File: src/rtl/data_mem_responder.sv
// data_mem_responder
// Memory-side responder for the processor data port. A level-held read or
// write request is accepted from IDLE, serviced from an internal word array
// after a fixed latency, and acknowledged with a one-cycle MEM_READY pulse.
// MEM_ERR accompanies READY for conflicting or out-of-range requests.
module data_mem_responder #(
    parameter int DEPTH   = 64,
    parameter int LATENCY = 2,
    parameter int CNT_W   = 16
) (
    input  logic             clk,
    input  logic             rst,
    input  logic [31:0]      MEM_ADDR,
    input  logic [31:0]      MEM_WDATA,
    input  logic             MEM_WEN,
    input  logic             MEM_REN,
    output logic [31:0]      MEM_RDATA,
    output logic             MEM_READY,
    output logic             MEM_ERR,
    output logic             BUSY,
    output logic [CNT_W-1:0] RD_CNT,
    output logic [CNT_W-1:0] WR_CNT
);

    localparam int AW = (DEPTH > 1) ? $clog2(DEPTH) : 1;

    typedef enum logic [1:0] {
        S_IDLE,
        S_WAIT,
        S_RESP,
        S_HOLD
    } state_t;

    state_t            r_state;
    logic [3:0]        r_cnt;
    logic [31:0]       r_addr;
    logic [31:0]       r_wdata;
    logic              r_wen;
    logic              r_ren;
    logic [31:0]       r_rdata;
    logic              r_ready;
    logic              r_err;
    logic [CNT_W-1:0]  r_rdCnt;
    logic [CNT_W-1:0]  r_wrCnt;
    logic [31:0]       r_mem [DEPTH];

    logic              w_reqAny;
    logic              w_service;
    logic              w_conflict;
    logic              w_inRange;
    logic              w_doWrite;
    logic [AW-1:0]     w_index;

    assign w_reqAny   = MEM_WEN | MEM_REN;
    assign w_service  = (r_state == S_WAIT) && (r_cnt == 4'd0);
    assign w_conflict = r_wen & r_ren;
    // Full 32-bit compare so aliasing high addresses are rejected
    assign w_inRange  = (r_addr < 32'(DEPTH));
    assign w_index    = r_addr[AW-1:0];
    assign w_doWrite  = w_service & r_wen & ~r_ren & w_inRange & ~rst;

    assign MEM_RDATA = r_rdata;
    assign MEM_READY = r_ready;
    assign MEM_ERR   = r_err;
    assign BUSY      = (r_state != S_IDLE);
    assign RD_CNT    = r_rdCnt;
    assign WR_CNT    = r_wrCnt;

    // Word array write port; contents survive reset and a reset on the service edge drops the write
    always_ff @(posedge clk) begin
        if (w_doWrite) begin
            r_mem[w_index] <= r_wdata;
        end
    end

    // Request FSM: accept, count down latency, respond for one cycle, then wait for the request to drop
    always_ff @(posedge clk) begin
        if (rst) begin
            r_state <= S_IDLE;
            r_cnt   <= 4'd0;
            r_addr  <= 32'd0;
            r_wdata <= 32'd0;
            r_wen   <= 1'b0;
            r_ren   <= 1'b0;
            r_rdata <= 32'd0;
            r_ready <= 1'b0;
            r_err   <= 1'b0;
            r_rdCnt <= '0;
            r_wrCnt <= '0;
        end else begin
            r_ready <= 1'b0;
            r_err   <= 1'b0;
            case (r_state)
                S_IDLE: begin
                    if (w_reqAny) begin
                        r_addr  <= MEM_ADDR;
                        r_wdata <= MEM_WDATA;
                        r_wen   <= MEM_WEN;
                        r_ren   <= MEM_REN;
                        r_cnt   <= 4'(LATENCY - 1);
                        r_state <= S_WAIT;
                    end
                end
                S_WAIT: begin
                    if (r_cnt == 4'd0) begin
                        r_state <= S_RESP;
                        r_ready <= 1'b1;
                        if (w_conflict || !w_inRange) begin
                            r_err <= 1'b1;
                        end else if (r_wen) begin
                            if (r_wrCnt != '1) begin
                                r_wrCnt <= r_wrCnt + 1'b1;
                            end
                        end else begin
                            r_rdata <= r_mem[w_index];
                            if (r_rdCnt != '1) begin
                                r_rdCnt <= r_rdCnt + 1'b1;
                            end
                        end
                    end else begin
                        r_cnt <= r_cnt - 4'd1;
                    end
                end
                S_RESP: begin
                    r_state <= w_reqAny ? S_HOLD : S_IDLE;
                end
                S_HOLD: begin
                    if (!w_reqAny) begin
                        r_state <= S_IDLE;
                    end
                end
                default: begin
                    r_state <= S_IDLE;
                end
            endcase
        end
    end

endmodule

File: config.mk
export PLATFORM = sky130hd
export DESIGN_NAME = data_mem_responder
export DESIGN_NICKNAME = d
export VERILOG_FILES = /design/src/rtl/data_mem_responder.sv
export SDC_FILE = /design/constraint.sdc
export NUM_CORES = 2
export LEC_CHECK = 0
export ABC_AREA = 1
export CORE_AREA = 3 3 492 616
export DETAILED_ROUTE_END_ITERATION = 12
export DIE_AREA = 0 0 495 619
export HOLD_SLACK_MARGIN = 0.05
export PLACE_DENSITY = 0.55
export SLEW_MARGIN = 20
export SYNTH_ARGS = -nofsm -noshare
export SYNTH_HDL_FRONTEND = slang
export SYNTH_SLANG_ARGS = --single-unit
File: constraint.sdc
create_clock -name clk -period 9.22 [get_ports clk]
set_input_delay 1.844 -clock clk [delete_from_list [all_inputs] [get_ports clk]]
set_output_delay 1.844 -clock clk [all_outputs]
set_load 0.01 [all_outputs]
==> results.json <==
{
  "drive_gt1_share_pct": 9.738,
  "antenna_found_initial": 21,
  "muxShareOfSynthArea_pct": 0,
  "synth_compound_area_share_pct": 7.357,
  "area_delta_synth_final_pct": 14.02,
  "synthSimpleGateAreaFrac_pct": 15.16,
  "dp_hpwl_um": 161300,
  "io_pins": 135,
  "pre_cts_ws_ns": 3.481,
  "slew_viol_final": 0,
  "synthXorXnorAreaFrac_pct": 0.05885,
  "path_clk_slew_ns": 0.07,
  "coreArea_um2": 297600,
  "setup_slack_ns": 4.286,
  "drt-pass1-iter-count": 6,
  "synth_top_family_by_area": "simple AND/OR/NAND/NOR gates",
  "fillerInstances": 29180,
  "cts_buffer_depth": 4,
  "register_area_um2": 64310,
  "synth_area_per_cell_um2": 11.82,
  "setup_violations": 0,
  "peakVddDrop_mv": 0.1661,
  "synth_cells": 7556,
  "synth_top_area_share_pct": 68.87,
  "hold_viol": 0,
  "grt_pass1_wl_um": 382500,
  "grt_max_degree": 222,
  "rsz0062_at_grt": "no",
  "die-area_um2": 306400,
  "tns_ns": 0,
  "synth_seq_cells": 2186,
  "multiInputGateArea_um2": 20760,
  "p_leak_nw": 36.47,
  "dp.cells": 11350,
  "worst_pin_slew_ns": 1.171,
  "fp.dieW_um": 495,
  "grt_usage_pct": 17.10,
  "cts_root_buf": "clkbuf_16",
  "htreeDepth": 4,
  "period_share_pct": 53.51,
  "relSlewSlack_pct": 21.12,
  "dieHeight_um": 619,
  "grt_overflow": 0,
  "ys_types": 39,
  "synth_area_leaders": "edfxtp_1 (69%), nand2_1 (5.2%), nor2_1 (4.6%)",
  "drt_iter0_drc": 5567,
  "start_kind": "register",
  "period_needed_ns": 4.934,
  "io_buffers": 134,
  "synthAdderAreaFrac_pct": 0.04203,
  "drv_cap": 0,
  "grt_pass1_vias": 53740,
  "endpoint_kind": "register",
  "cts_setup_buffers": 0,
  "cts_tree": "done",
  "required_ns": 9.62,
  "r2r_cells": 10,
  "powerDensity_nw_per_um2": 231.5,
  "drt-total-wl_um": 270400,
  "final_nets": 7696,
  "crit_type": "register to register",
  "whs_ns": 0.4610,
  "place_congestion": 0.8750,
  "whs_path_depth": 0,
  "clkSinkCount": 2186,
  "drc": 0,
  "cts.hold.buffers_added": 0,
  "num_rows": 224,
  "vias": 55950,
  "max_freq_mhz": 202.7,
  "yosysTopAreaCell": "edfxtp_1",
  "hold_class": "register to register",
  "ant_nets": 0,
  "wire_per_inst_um": 23.02,
  "start_util_pct": 30.00,
  "crit_arrival_ns": 5.34,
  "syn_nets": 7627,
  "netlist_area_um2": 89300,
  "synth_seq_area_share_pct": 71.96,
  "insertion_delay_ns": 0.87,
  "status": "finished clean",
  "cts_resized": 0,
  "worstPathMaxFanout": 32,
  "layoutNonFillerInstCount": 11750,
  "final_cell_mix": "edfxtp_1 (2048), nand2_1 (1232), nor2_1 (1037)",
  "numCtsBuffers": 212,
  "yosysWarnings": 0,
  "final_common_cell": "edfxtp_1",
  "viasPerCell": 4.762,
  "fin_skew_ns": 0.09392
}
synthesized netlist by cell type:
cell type and instances:
inv_2 6, inv_1 678, nand2_2 1, nor3_2 5, a21boi_0 1, o21ai_1 238, a31oi_1 1, edfxtp_1 2048
a21oi_1 34, nand4_1 11, ha_1 3, buf_1 9, nor2_2 4, nor3_1 22, clkbuf_2 1, nand3_1 352
nand2_1 1234, a211oi_1 1, dfxtp_1 138, or2_0 49, nor3b_1 2, buf_8 4, o21a_1 1, nor2_1 1099
or2_2 219, nor4_1 1, xnor2_1 2, or2_1 165, buf_4 32, o22ai_1 2, clkinv_1 3, buf_6 55
nand3b_1 2, o21ai_0 410, clkbuf_1 170, buf_2 133, nor2_4 1, xor2_1 4, o211ai_1 415
logic make-up after synthesis:
logic type               Yosys count
AND/OR/NAND/NOR                 3167
flip-flops                      2186
AO/OA/AOI/OAI                   1103
buffers and inverters           1091
XOR/XNOR                           6
adder cells (fa/ha/maj)            3
path summary, 6_finish.rpt:
check	slack, ns	start	to
setup / recovery	4.29	r_cnt[0]$_SDFFE_PP0P_	r_mem[57][28]$_DFFE_PP_
hold / removal	0.46	r_wdata[5]$_SDFFE_PP0P_	r_mem[6][5]$_DFFE_PP_
setup reg to reg	4.29	r_cnt[0]$_SDFFE_PP0P_	r_mem[57][28]$_DFFE_PP_
hold reg to reg	0.46	r_wdata[5]$_SDFFE_PP0P_	r_mem[6][5]$_DFFE_PP_
per-layer routing:
layer  part of all wire (%)  global-route usage (%)  wire length [um]
met5                 0.0092                       0                25
met3                    5.5                   2.101             14850
met4                    6.5                   10.12             17700
met1                     38                   20.17            101700
met2                     50                   29.81            136200
cell type report:
class	count	area share, %
flip-flops and latches	2186	63.16
multi-input cells	4279	20.39
clock buffers	263	5.470
well taps	3955	4.860
repair buffers	259	2.681
inverters	687	2.540
clock inverters	110	0.8737
diodes	9	0.02212
through the flow:
stage	power [mW]	instance area (um^2)	utilization, %
after floorplan	13.70	89300	-
after global placement	15.41	94800	31.85
after detailed placement	15.45	94880	31.88
after CTS	23.74	101300	34.05
after global routing	24.36	101800	34.20
final	23.58	101800	34.21
worst max-delay path: stages (launching register included):
cell and delay [ns]:
dfxtp_1 0.32, inv_1 0.10, ha_1 0.21, nand3_1 0.12, nor2_1 0.24, nand3_1 0.13, inv_1 0.08, nand2_2 0.11
nor2_1 0.82, nand3_2 1.08, nor2_4 1.21
power by group:
group	switching (mW)	internal [mW]	total (mW)
Combinational	2.86	0.786	3.64
Clock	3.72	4.63	8.35
Sequential	0.254	11.3	11.6
registers in the layout (all words and copies together) (netlist names):
signal and flops:
r_mem 2048, r_ren 1, r_state 2, MEM_ERR 1, r_addr 32, r_wen 1
RD_CNT 16, r_wdata 32, WR_CNT 16, MEM_READY 1, MEM_RDATA 32, r_cnt 4
No activity file was read; power rests on OpenSTA's default activity.
